$ cat src/rtl/oam_dma_if.sv
// OAM DMA bus bundle: CPU-side request signals, memory-map read data,
// and the controller's bus/OAM outputs.
interface oam_dma_if;
    logic [15:0] cpu_addr;
    logic        cpu_wren;
    logic [7:0]  cpu_data_in;
    logic [7:0]  dma_rd_data;
    logic [15:0] bus_addr;
    logic        dma_active;
    logic        cpu_block;
    logic [7:0]  oam_addr;
    logic [7:0]  oam_data;
    logic        oam_wren;
    logic [7:0]  dma_reg_out;

    // System side: drives CPU requests and memory read data.
    modport master (
        output cpu_addr, cpu_wren, cpu_data_in, dma_rd_data,
        input  bus_addr, dma_active, cpu_block, oam_addr, oam_data, oam_wren, dma_reg_out
    );

    // Controller side.
    modport slave (
        input  cpu_addr, cpu_wren, cpu_data_in, dma_rd_data,
        output bus_addr, dma_active, cpu_block, oam_addr, oam_data, oam_wren, dma_reg_out
    );
endinterface

$ cat src/rtl/oam_dma_controller.sv
// OAM DMA controller: a CPU write to the DMA register copies DMA_LEN bytes
// from page {src,00} into OAM, one byte per cycle, while blocking non-HRAM
// CPU accesses.
// Optional feature macro: OAM_DMA_ECHO_FOLD_EN folds source pages E0-FF
// down by 8'h20 (echo RAM onto work RAM).
module oam_dma_controller #(
    parameter int unsigned DMA_LEN      = 160,
    parameter logic [15:0] DMA_REG_ADDR = 16'hFF46
) (
    input  logic     clock,
    input  logic     reset,
    oam_dma_if.slave bus
);

    localparam logic [7:0]  LAST_IDX = 8'(DMA_LEN - 1);
    localparam logic [15:0] HRAM_LO  = 16'hFF80;
    localparam logic [15:0] HRAM_HI  = 16'hFFFE;

    typedef enum logic [1:0] {IDLE, SETUP, XFER, DRAIN} state_t;

    state_t     state_q, state_d;
    logic [7:0] idx_q, idx_d;
    logic [7:0] src_hi_q;
    logic [7:0] src_eff;
    logic       dma_active_q;
    logic       oam_wren_q;
    logic [7:0] oam_addr_q;
    logic       hram_c;
    logic       start_c;

    // Effective source page (optional echo-RAM fold).
`ifdef OAM_DMA_ECHO_FOLD_EN
    assign src_eff = (src_hi_q >= 8'hE0) ? (src_hi_q - 8'h20) : src_hi_q;
`else
    assign src_eff = src_hi_q;
`endif

    // CPU arbitration: HRAM stays reachable while the transfer owns the bus.
    assign hram_c        = (bus.cpu_addr >= HRAM_LO) && (bus.cpu_addr <= HRAM_HI);
    assign bus.cpu_block = dma_active_q && !hram_c;
    assign start_c       = (state_q == IDLE) && bus.cpu_wren && !bus.cpu_block
                           && (bus.cpu_addr == DMA_REG_ADDR);

    // Next-state and index logic.
    always_comb begin
        state_d = state_q;
        idx_d   = idx_q;
        case (state_q)
            IDLE:  if (start_c) state_d = SETUP;
            SETUP: begin
                idx_d   = 8'd0;
                state_d = XFER;
            end
            XFER: begin
                if (idx_q == LAST_IDX) state_d = DRAIN;
                else                   idx_d   = idx_q + 8'd1;
            end
            DRAIN: state_d = IDLE;
            default: state_d = IDLE;
        endcase
    end

    // State, index and source register.
    always_ff @(posedge clock or negedge reset) begin
        if (!reset) begin
            state_q  <= IDLE;
            idx_q    <= 8'd0;
            src_hi_q <= 8'hFF;
        end else begin
            state_q <= state_d;
            idx_q   <= idx_d;
            if (start_c) src_hi_q <= bus.cpu_data_in;
        end
    end

    // Registered status and OAM write strobe/address (one cycle behind XFER).
    always_ff @(posedge clock or negedge reset) begin
        if (!reset) begin
            dma_active_q <= 1'b0;
            oam_wren_q   <= 1'b0;
            oam_addr_q   <= 8'd0;
        end else begin
            dma_active_q <= (state_d != IDLE);
            oam_wren_q   <= (state_q == XFER);
            if (state_q == XFER) oam_addr_q <= idx_q;
        end
    end

    assign bus.bus_addr    = (state_q == XFER) ? {src_eff, idx_q} : bus.cpu_addr;
    assign bus.dma_active  = dma_active_q;
    assign bus.oam_wren    = oam_wren_q;
    assign bus.oam_addr    = oam_addr_q;
    // Synchronous RAM data arrives in the write cycle, so it passes straight through.
    assign bus.oam_data    = oam_wren_q ? bus.dma_rd_data : 8'h00;
    assign bus.dma_reg_out = src_hi_q;

endmodule
$ cat src/flat_wrapper.sv
// flat-port wrapper written by rule: the top's interface ports become plain ports
module oam_dma_controller_flat 
#(
    parameter int unsigned DMA_LEN      = 160,
    parameter logic [15:0] DMA_REG_ADDR = 16'hFF46
)
  (clock, reset, bus_cpu_addr, bus_cpu_wren, bus_cpu_data_in, bus_dma_rd_data, bus_bus_addr, bus_dma_active, bus_cpu_block, bus_oam_addr, bus_oam_data, bus_oam_wren, bus_dma_reg_out);
  oam_dma_if bus_i ();
  input  logic clock;
  input  logic reset;
  input wire logic [$bits(bus_i.cpu_addr)-1:0] bus_cpu_addr;
  input wire logic [$bits(bus_i.cpu_wren)-1:0] bus_cpu_wren;
  input wire logic [$bits(bus_i.cpu_data_in)-1:0] bus_cpu_data_in;
  input wire logic [$bits(bus_i.dma_rd_data)-1:0] bus_dma_rd_data;
  output wire logic [$bits(bus_i.bus_addr)-1:0] bus_bus_addr;
  output wire logic [$bits(bus_i.dma_active)-1:0] bus_dma_active;
  output wire logic [$bits(bus_i.cpu_block)-1:0] bus_cpu_block;
  output wire logic [$bits(bus_i.oam_addr)-1:0] bus_oam_addr;
  output wire logic [$bits(bus_i.oam_data)-1:0] bus_oam_data;
  output wire logic [$bits(bus_i.oam_wren)-1:0] bus_oam_wren;
  output wire logic [$bits(bus_i.dma_reg_out)-1:0] bus_dma_reg_out;
  assign bus_i.cpu_addr = bus_cpu_addr;
  assign bus_i.cpu_wren = bus_cpu_wren;
  assign bus_i.cpu_data_in = bus_cpu_data_in;
  assign bus_i.dma_rd_data = bus_dma_rd_data;
  assign bus_bus_addr = bus_i.bus_addr;
  assign bus_dma_active = bus_i.dma_active;
  assign bus_cpu_block = bus_i.cpu_block;
  assign bus_oam_addr = bus_i.oam_addr;
  assign bus_oam_data = bus_i.oam_data;
  assign bus_oam_wren = bus_i.oam_wren;
  assign bus_dma_reg_out = bus_i.dma_reg_out;
  oam_dma_controller #(.DMA_LEN(DMA_LEN), .DMA_REG_ADDR(DMA_REG_ADDR)) u_core (.clock(clock), .reset(reset), .bus(bus_i));
endmodule
$ cat config.mk
export PLATFORM = sky130hd
export DESIGN_NAME = oam_dma_controller_flat
export DESIGN_NICKNAME = d
export VERILOG_FILES = /design/src/rtl/oam_dma_if.sv /design/src/rtl/oam_dma_controller.sv /design/src/flat_wrapper.sv
export SDC_FILE = /design/constraint.sdc
export NUM_CORES = 1
export LEC_CHECK = 0
export BUFFER_PORTS_ARGS = -buffer_cell sky130_fd_sc_hd__buf_4
export CAP_MARGIN = 20
export CORE_AREA = 4 4 69 71
export DETAILED_ROUTE_END_ITERATION = 10
export DIE_AREA = 0 0 73 75
export PLACE_DENSITY = 0.73
export REMOVE_ABC_BUFFERS = 1
export SLEW_MARGIN = 20
export SYNTH_ARGS = -nofsm -noshare
export SYNTH_HDL_FRONTEND = slang
export SYNTH_SLANG_ARGS = --single-unit
$ cat constraint.sdc
create_clock -name clock -period 1.84 [get_ports clock]
set_input_delay 0.368 -clock clock [delete_from_list [all_inputs] [get_ports clock]]
set_output_delay 0.368 -clock clock [all_outputs]
set_load 0.005 [all_outputs]
==> results of run 1 <==
power groups by stage:
stage	Clock [mW]	Sequential, mW	Combinational, mW
after floorplan	0	0.627	0.0154
after global placement	0	0.627	0.102
after detailed placement	0	0.627	0.103
after CTS	0.362	0.616	0.104
after global routing	0.381	0.616	0.115
final	0.345	0.616	0.103
how the worst max path moves through the flow:
stage	end	slack, ns	cells after the start
floorplan	u_core.idx_q[5]$_DFFE_PN0P_	-0.73	6
global placement	u_core.bus.dma_reg_out[3]$_DFFE_PN1P_	-0.03	6
detailed placement	u_core.bus.dma_reg_out[0]$_DFFE_PN1P_	-0.05	6
CTS	bus_bus_addr[13]	-0.07	5
global route	bus_bus_addr[9]	-0.13	5
finish	bus_bus_addr[9]	-0.08	5
critical path, cell delays in order (launching register included):
cell and delay [ns]:
dfrtp_1 0.40, inv_2 0.09, ha_4 0.20, clkbuf_16 0.17, mux2_4 0.30, buf_6 0.12
routing by layer:
layer / GRT usage, % / wire (um) / share of wire (%)
met5: 0 / 0 / 0
met4: 5.328 / 48 / 1.1
met3: 3.071 / 313 / 7.1
met2: 28.30 / 2304 / 52
met1: 20.28 / 1761 / 40
metrics by stage:
step	power, mW	hold slack (ns)	cells	cell area, um^2
detailed placement	0.7303	0.3100	290	2296
global placement	0.7292	0.3080	290	2296
finish	1.064	-0.009335	299	2520
CTS	1.082	0.002467	296	2395
global route	1.112	0.01580	299	2520
floorplan	0.6427	0.07241	153	1580
state kept, by name, indices dropped and copies added, names as in the netlist:
name                    count
u_core.bus.oam_wren         1
u_core.bus.oam_addr         8
u_core.state_q              2
u_core.idx_q                8
u_core.bus.dma_active       1
u_core.bus.dma_reg_out      8
cell usage after synthesis, types with 2 or more instances:
library cell  instances
nand3_1               2
nand2_1              14
o21ai_1              20
and2_1                8
a21oi_1               3
dfrtp_1              20
mux2i_1               3
inv_1                20
nand4_1               4
ha_1                  5
buf_1                 4
mux2_1                8
nand2b_1              2
nor2_1                2
dfstp_2               8
or3b_1                2
o2111ai_1             2
mux2_4                8
buf_2                 2
final cells by class:
class / instances / area share [%]
multi-input cells: 105 / 34.61
repair buffers: 90 / 29.84
flip-flops and latches: 28 / 28.20
inverters: 20 / 2.979
well taps: 52 / 2.582
clock buffers: 4 / 1.787
cell families (layout without fill, tap and decap cells):
group,after synthesis,after routing
buf+inv,27,114
compound gates,32,32
flops,28,28
simple gates,47,47
fa+ha+maj,5,5
mux,19,19
xor+xnor,2,2
what timing repair did:
item,CTS,global route
resized for setup,10,24
setup endpoints to repair,24,24
pin swaps,4,2
buffers inserted,2,2
hold endpoints to repair,0,0
gates cloned,0,1
==> results by group, run 1 <==
Outcome
  – Status: finished with violations
  – Failing checks: negative hold slack, negative setup slack

Cells and area
  – Storage element area: 710.7 um^2
  – Final net count: about 290
  – Layout cells sized above 1: 53.85%
  – Area of the multi-input gates: 872.1 um^2
  – Fillers: ~370
  – Commonest non-fill, non-tap cells in the layout: 78 x buf_4, 20 x dfrtp_1, 19 x inv_1, 17 x o21ai_1, 16 x mux2_4
  – Antenna Cells: 0
  – Final core utilization: 59.52%
  – Area growth syn-to-layout: 56.61%
  – Most common cell after layout, fill and taps aside: buf_4

Worst setup path
  – FF-to-FF End: u_core.bus.dma_reg_out[3]$_DFFE_PN1P_
  – Worst Path Max Fanout: 4
  – Origin of the worst setup path: u_core.state_q[0]$_DFF_PN0_
  – Req. time, crit path: 1.47 ns
  – CP endpoint kind: primary output
  – CP Launch Type: register
  – Slack of the worst reg-to-reg path: about 0.010 ns
  – CP Class: register to primary output
  – R2r startpoint: u_core.state_q[1]$_DFF_PN0_
  – CP Data Arrival Time: 1.55 ns
  – R2R cell count: 6

Clock tree
  – Cts-stage hold buffer count: 0
  – Worst-Skew Late Latency: between 0.2 and 0.3 ns
  – Root buffer cell: clkbuf_8
  – # H-tree levels: 1
  – CTS Buffer Depth: 2
  – CTS Buf Count: 3
  – TritonCTS clock tree: built
  – Clock slew at reported path FFs: 0.09 ns
  – Clock sinks: 28

Timing
  – Min Tclk post-route: between 1.5 and 2 ns
  – RSZ-0062 raised after global routing: yes
  – Final Hold Viols: 8
  – Fmax: 521.5 MHz
  – Final setup margin: -0.07755 ns
  – Slew headroom: 75.89%
  – Fin crit share: 104.2%
  – Fin Clk Skew: 0.002506 ns
  – Setup Total Neg Slack: -0.4913 ns
  – Hold WS: -0.009335 ns
  – Worst Max-Slew Pin Slew: 0.3617 ns
  – Final max-slew violation count: 0
  – Setup-failing EPs final: 9

Min path
  – Worst Hold Class: input pin to async pin

Global routing
  – Initial antenna violation count: 0
  – Total gr overflow: 0
  – First-pass GRT wire length: 7.003 mm
  – Largest net degree at the start of global routing: 29
  – Vias in the first global route: 1479
  – Total GRT Usage: between 15 and 20%

Floorplanning
  – Die Area: 5475 um^2
  – Die width: ~73 um
  – Site Rows: 24
  – Core Footprint: 4234 um^2
  – Die height: 75 um
  – I/O pin count: 78
  – Initial Util: 38.00%

Logic synthesis
  – Mean Syn Cell Area: roughly 10 um^2
  – Area contributors post-synth: dfrtp_1 31%, dfstp_2 13%, mux2_4 7.5%, o21ai_1 6.2%, mux2_1 5.6%
  – Xor/xnor share of the synthesized area: 1.089%
  – Yosys warns: 0
  – Top_reg_cell synth: dfrtp_1
  – Synth Area in Adders: 3.888%
  – Netlist cell types: 42
  – EDFF count, synth: 0
  – Yosys reg bits: 28
  – Synth async-reset ratio: 100.0%
  – Top cell type's share of synthesized area: 31.10%
  – Netlist area before placement: 1609 um^2
  – Multiplexer share of the synthesized area: 14.93%
  – Synth Area in Compound Gates: 11.51%
  – Post-synthesis sequential area ratio: 44.17%
  – Simple-gate portion of the synthesized area: 17.96%
  – Largest family of logic cells by synthesized area: simple AND/OR/NAND/NOR gates
  – Cell accounting for the most synthesized area: dfrtp_1
  – Syn Inst Count: between 150 and 200

Drt
  – DRT Wirelength: 4.428 mm
  – DRT antenna net count: 0
  – DR pass1 iterations: 4
  – DR DRC count: 0
  – Wire per inst: 14.81 um
  – Iteration-0 DRC Markers: 73
  – Vias/cell: ~5
  – Vias: 1469

Power and ir drop
  – Psw: 0.2289 mW
  – Reg power frac: a little under 60%
  – VDD IR-drop max: about 280 uV
  – Clock power share: 32.4%
  – Logic pwr share: under 10%
  – Net Sw Frac: 21.51%
  – Pwr dens: between 400 and 500 nW/um^2
  – Internal power: 0.8349 mW
  – Leakage: 1.333 nW

Flow run
  – MaxCap Viol Count: 0

Place
  – Port buffer count: 77
  – Placer Congestion: 0.8742
  – Post-detailed-placement half-perimeter wirelength: around 3.3 mm
  – DP Worst Slack: -0.05376 ns
No activity file was read; power rests on OpenSTA's default activity.
==> run 2, diff against run 1 <==
--- a/config.mk
+++ b/config.mk
@@ -10,8 +10,9 @@
 export CORE_AREA = 4 4 69 71
 export DETAILED_ROUTE_END_ITERATION = 10
 export DIE_AREA = 0 0 73 75
-export PLACE_DENSITY = 0.73
+export PLACE_DENSITY = 0.72
 export REMOVE_ABC_BUFFERS = 1
+export SKIP_CTS_REPAIR_TIMING = 1
 export SLEW_MARGIN = 20
 export SYNTH_ARGS = -nofsm -noshare
 export SYNTH_HDL_FRONTEND = slang
==> run 2 against run 1 <==
  * The run ends with negative setup slack left
  * Worst hold slack better by 0.32 ns
  * Register-to-register slack lost 0.07 ns
  * Critical path depth stayed put
  * Combinational power grew 4%
  * Via count up 0.27%
  * Sequential share of layout area decreased by 0.54 points
  * Design area is 1.9% higher
  * Power up 15%
  * Clock power up 44%
  * Sequential cell count is the same
==> results by group, run 2 (synthesized netlist as in run 1, its figures left out) <==
Timing
  – Final max-slew violation count: 0 (unchanged)
  – Final setup margin: -0.07490 ns (+0.002651 ns)
  – Fin Clk Skew: 0.005496 ns (+0.002990 ns)
  – Hold WS: 0.3093 ns (+0.3186 ns)
  – Final Hold Viols: 0 (-8)
  – Setup-failing EPs final: 17 (+8)
  – Slew headroom: 76.25% (+0.37 points)
  – Fmax: 522.2 MHz (+0.14%)
  – Fin crit share: 104.1% (-0.14 points)
  – RSZ-0062 raised after global routing: yes
  – Min Tclk post-route: 1.915 ns (-0.002651 ns)
  – Worst Max-Slew Pin Slew: 0.3562 ns (-0.005530 ns)

Drt
  – Wire per inst: 14.62 um (-1.3%)
  – DRT Wirelength: 4.386 mm (-0.95%)
  – DRT antenna net count: 0 (unchanged)
  – Iteration-0 DRC Markers: 98 (+34%)
  – DR pass1 iterations: 4 (unchanged)
  – DR DRC count: 0 (unchanged)
  – Vias: 1473 (+0.27%)
  – Vias/cell: 4.910 (about the same)

Clock tree
  – Root buffer cell: clkbuf_8
  – Clock slew at reported path FFs: 0.10 ns (about the same)
  – CTS Buf Count: 3 (unchanged)
  – Worst-Skew Late Latency: 0.28 ns (about the same)
  – # H-tree levels: 1 (unchanged)
  – TritonCTS clock tree: built
  – CTS Buffer Depth: 2 (unchanged)
  – Clock sinks: 28 (unchanged)

Cells and area
  – Fillers: 351 (-5.6%)
  – Commonest non-fill, non-tap cells in the layout: 78 x buf_4, 20 x dfrtp_1, 18 x inv_1, 16 x mux2_4, 14 x o21ai_1
  – Storage element area: 710.7 um^2 (unchanged)
  – Non-filler cells, final: 300 (+0.33%)
  – Most common cell after layout, fill and taps aside: buf_4
  – Area growth syn-to-layout: 59.64%
  – Area of the multi-input gates: 884.6 um^2 (+1.4%)
  – Finished layout cell area: 2569 um^2 (+1.9%)
  – Layout cells sized above 1: 56.45% (+2.6 points)
  – Final net count: 289 (+0.35%)
  – Antenna Cells: 0 (unchanged)

Floorplanning
  – Die height: 75 um (unchanged)
  – I/O pin count: 78 (unchanged)
  – Initial Util: 38.00% (unchanged)
  – Core Footprint: 4234 um^2 (unchanged)
  – Site Rows: 24 (unchanged)
  – Die Area: 5475 um^2 (unchanged)
  – Die width: 73 um (unchanged)

Worst setup path
  – Req. time, crit path: 1.47 ns (about the same)
  – CP Class: register to primary output
  – CP Launch Type: register
  – CP endpoint kind: primary output
  – Worst Path Max Fanout: 7 (+3)
  – CP Data Arrival Time: 1.55 ns (about the same)

Place
  – Post-detailed-placement half-perimeter wirelength: 3.302 mm (+1.6%)
  – Placed Cells: 292 (+0.69%)
  – DP Area: 2298 um^2 (+0.11%)
  – Port buffer count: 77 (unchanged)
  – Placer Congestion: 0.8382 (-4.1%)
  – DP Worst Slack: -0.02224 ns (+0.03152 ns)

Global routing
  – Vias in the first global route: 1417 (-4.2%)
  – Largest net degree at the start of global routing: 29 (unchanged)
  – Initial antenna violation count: 0 (unchanged)
  – Total gr overflow: 0 (unchanged)
  – First-pass GRT wire length: 6.741 mm (-3.7%)
  – Total GRT Usage: 15.87% (-0.38 points)

Power and ir drop
  – Leakage: 1.351 nW (+1.4%)
  – VDD IR-drop max: 443.3 uV (+60%)
  – Final Power: 1.220 mW (+15%)
  – Pwr dens: 475.0 nW/um^2 (+13%)

Min path
  – Worst Hold Class: input pin to register

Outcome
  – Failing checks: negative setup slack
  – Status: finished with violations

Flow run
  – MaxCap Viol Count: 0 (unchanged)
==> run 2: cell type report <==
type | count | share of cell area [%]
repair buffers | 91 | 29.66
clock buffers | 3 | 1.607
clock inverters | 1 | 1.169
flip-flops and latches | 28 | 27.67
well taps | 52 | 2.533
multi-input cells | 105 | 34.44
inverters | 20 | 2.923
==> run 2: worst max-delay path, cell delays in order (launching register included) <==
cell     delay [ns]
dfrtp_1        0.40
inv_2          0.10
ha_4           0.20
buf_12         0.14
mux2_4         0.31
buf_6          0.12
==> run 2: per-stage QoR <==
stage	util (%)	setup TNS, ns
floorplan	-	-6.380
global placement	54.28	0
detailed placement	54.28	-0.1736
CTS	55.97	-3.085
global route	60.67	-2.534
finish	60.67	-1.087
==> run 2: worst paths after layout <==
check | start | to | slack (ns) | depth (start not counted)
max | u_core.state_q[0]$_DFF_PN0_ | bus_bus_addr[15] | -0.07 | 5
min | bus_cpu_data_in[1] | u_core.bus.dma_reg_out[1]$_DFFE_PN1P_ | 0.31 | 2
max reg2reg | u_core.state_q[0]$_DFF_PN0_ | u_core.bus.dma_reg_out[6]$_DFFE_PN1P_ | -0.06 | 6
min reg2reg | u_core.bus.oam_addr[1]$_DFFE_PN0P_ | u_core.bus.oam_addr[1]$_DFFE_PN0P_ | 0.52 | 2
max in group asynchronous | reset | u_core.bus.dma_reg_out[1]$_DFFE_PN1P_ | 1.00 | 2
min in group asynchronous | reset | u_core.bus.oam_addr[5]$_DFFE_PN0P_ | 0.52 | 2
==> run 2: report_power, final <==
group	total (mW)	switching, mW	internal (mW)
clock	0.497	0.206	0.292
combinational	0.107	0.0416	0.0652
sequential	0.616	0	0.616
==> run 2: per-layer routing <==
layer	track usage, %	share of wire (%)
met5	0	0
met4	4.303	1.1
met3	3.471	8.6
met2	25.92	46
met1	21.32	44
==> run 3, diff against run 2 <==
--- a/config.mk
+++ b/config.mk
@@ -7,10 +7,10 @@
 export LEC_CHECK = 0
 export BUFFER_PORTS_ARGS = -buffer_cell sky130_fd_sc_hd__buf_4
 export CAP_MARGIN = 20
-export CORE_AREA = 4 4 69 71
+export CORE_AREA = 4 4 68 70
 export DETAILED_ROUTE_END_ITERATION = 10
-export DIE_AREA = 0 0 73 75
-export PLACE_DENSITY = 0.72
+export DIE_AREA = 0 0 72 74
+export PLACE_DENSITY = 0.74
 export REMOVE_ABC_BUFFERS = 1
 export SKIP_CTS_REPAIR_TIMING = 1
 export SLEW_MARGIN = 20
==> constraint.sdc (replaced) <==
create_clock -name clock -period 1.7 [get_ports clock]
set_input_delay 0.34 -clock clock [delete_from_list [all_inputs] [get_ports clock]]
set_output_delay 0.34 -clock clock [all_outputs]
set_load 0.005 [all_outputs]
==> run 3 against run 2 <==
  * The run still ends with negative setup slack left
  * Global-route usage up 0.81 points
  * Clock power down 16%
  * Combinational power up 11%
  * Core utilization up 4.5 points
  * Sequential share of layout area down 0.23 points
  * Worst hold slack worse by 0.020 ns
  * Highest routed layer unchanged
  * Critical path depth up 1
  * Clock skew up 0.0018 ns
  * Via count up 1.6%
  * Sequential cell count unchanged
  * Wire length about the same
==> results by group, run 3 (synthesized netlist as in run 1, its figures left out) <==
Timing
  – Final Hold Viols: 0 (unchanged)
  – Setup Total Neg Slack: -4.284 ns (-3.197 ns)
  – Worst Max-Slew Pin Slew: 0.3425 ns (-0.01373 ns)
  – Final max-slew violation count: 0 (unchanged)
  – Slew headroom: 77.17% (+0.92 points)
  – Fmax: 515.3 MHz
  – Final setup margin: -0.2407 ns (-0.1658 ns)
  – Setup-failing EPs final: 25 (+8)
  – Fin crit share: 114.2%
  – Min Tclk post-route: 1.941 ns
  – RSZ-0062 raised after global routing: yes
  – Fin Clk Skew: 0.007305 ns (+0.001809 ns)

Worst setup path
  – Top cell by count, worst path: buf_6
  – CP endpoint kind: primary output
  – Req. time, crit path: 1.36 ns (-0.11 ns)
  – Worst Path Max Fanout: 6 (-1)
  – Slowest CP cell: dfrtp_1
  – CP Class: register to primary output
  – CP Data Arrival Time: 1.60 ns (+0.05 ns)
  – Crit path largest cell delay: 0.40 ns (about the same)
  – CP Launch Type: register
  – Worst-path cell chain: inv_2 > buf_6 > ha_4 > clkbuf_16 > mux2_4 > buf_6

Global routing
  – Initial antenna violation count: 0 (unchanged)
  – Largest net degree at the start of global routing: 29 (unchanged)
  – Total GRT Usage: 16.68% (+0.81 points)
  – First-pass GRT wire length: 6.879 mm (+2.0%)
  – Vias in the first global route: 1460 (+3.0%)
  – Total gr overflow: 0 (unchanged)

Clock tree
  – Clock sinks: 28 (unchanged)
  – TritonCTS clock tree: built
  – CTS Buf Count: 3 (unchanged)
  – Worst-Skew Late Latency: 0.28 ns (about the same)
  – Root buffer cell: clkbuf_8
  – Clock slew at reported path FFs: 0.10 ns (about the same)
  – # H-tree levels: 1 (unchanged)
  – CTS Buffer Depth: 2 (unchanged)

Floorplanning
  – Die Area: 5328 um^2 (-2.7%)
  – I/O pin count: 78 (unchanged)
  – Die width: 72 um (-1.4%)
  – Initial Util: 40.52% (+2.5 points)
  – Core Footprint: 3971 um^2 (-6.2%)
  – Site Rows: 23 (-4.2%)
  – Die height: 74 um (-1.3%)

Place
  – Port buffer count: 77 (unchanged)
  – Placer Congestion: 0.8176 (-2.5%)
  – DP Worst Slack: -0.1637 ns (-0.1415 ns)
  – Post-detailed-placement half-perimeter wirelength: 3.356 mm (+1.6%)

Drt
  – DR DRC count: 0 (unchanged)
  – Iteration-0 DRC Markers: 71 (-28%)
  – Vias: 1497 (+1.6%)
  – Wire per inst: 14.27 um (-2.4%)
  – Vias/cell: 4.876 (-0.69%)
  – DR pass1 iterations: 4 (unchanged)
  – DRT Wirelength: 4.382 mm (about the same)
  – DRT antenna net count: 0 (unchanged)

Cells and area
  – Fillers: 342 (-2.6%)
  – Area growth syn-to-layout: 60.96%
  – Commonest non-fill, non-tap cells in the layout: 87 x buf_4, 20 x dfrtp_1, 18 x inv_1, 18 x o21ai_1, 16 x mux2_4
  – Most common cell after layout, fill and taps aside: buf_4
  – Antenna Cells: 0 (unchanged)
  – Final net count: 298 (+3.1%)
  – Layout cells sized above 1: 54.09% (-2.4 points)

Power and ir drop
  – Internal power: 0.9489 mW (-2.5%)
  – VDD IR-drop max: 312.3 uV (-30%)
  – Reg power frac: 55.5% (+5.0 points)
  – Pwr dens: 463.9 nW/um^2 (-2.3%)
  – Net Sw Frac: 21.03% (+0.76 points)
  – Psw: 0.2526 mW (+2.2%)
  – Logic pwr share: 9.9% (+1.1 points)
  – Clock power share: 34.6% (-6.2 points)
  – Leakage: 1.376 nW (+1.8%)

Flow run
  – MaxCap Viol Count: 0 (unchanged)

Outcome
  – Status: finished with violations
  – Failing checks: negative setup slack

Min path
  – Worst Hold Class: input pin to register
==> run 3: per-stage QoR <==
stage	instances	instance area, um^2	hold slack (ns)	util, %	power, mW
2_1_floorplan	153	1580	0.04441	-	0.6957
4_1_cts	302	2424	-0.03137	61.03	1.209
3_3_place_gp	298	2369	0.2754	59.64	0.7943
5_1_grt	307	2590	0.2865	65.22	1.247
3_5_place_dp	298	2369	0.2775	59.64	0.7958
6_report	307	2590	0.2892	65.22	1.202
==> run 3: worst paths after layout <==
check / cells after the start / to / startpoint / slack, ns
setup / recovery: 6 / bus_bus_addr[9] / u_core.state_q[0]$_DFF_PN0_ / -0.24
hold / removal: 2 / u_core.bus.dma_reg_out[3]$_DFFE_PN1P_ / bus_cpu_data_in[3] / 0.29
setup reg to reg: 6 / u_core.bus.dma_reg_out[2]$_DFFE_PN1P_ / u_core.state_q[0]$_DFF_PN0_ / -0.16
hold reg to reg: 2 / u_core.bus.oam_addr[4]$_DFFE_PN0P_ / u_core.bus.oam_addr[4]$_DFFE_PN0P_ / 0.51
max in group asynchronous: 2 / u_core.bus.dma_reg_out[0]$_DFFE_PN1P_ / reset / 0.89
min in group asynchronous: 2 / u_core.bus.oam_addr[4]$_DFFE_PN0P_ / reset / 0.50
==> run 3: power groups by stage <==
stage	registers (mW)	logic (mW)	clock network [mW]
final	0.667	0.119	0.416
after global routing	0.667	0.131	0.449
after CTS	0.667	0.117	0.426
after detailed placement	0.679	0.117	0
after global placement	0.679	0.115	0
after floorplan	0.679	0.0166	0
==> run 3: layer usage <==
layer	vias to the layer above	track usage, %	part of all wire [%]
met5	-	0	0
met4	0	7.516	1.9
met3	6	3.108	8.4
met2	56	27.14	49
met1	694	21.82	41
li1	741	-	-
==> run 3: critical path, delay by kind of cell, from the launching register on <==
kind                     cells  cell delay [ns]
adder cells (fa/ha/maj)      1             0.17
buffers and inverters        4             0.45
multiplexers                 1             0.30
flip-flops                   1             0.40
==> run 3: cell type report <==
cell class	count	area, um^2	area share (%)
multi-input cells	105	862.1	33.29
clock buffers	4	55.05	2.126
well taps	50	62.56	2.415
repair buffers	100	824.5	31.84
flip-flops and latches	28	710.7	27.44
inverters	20	75.07	2.899
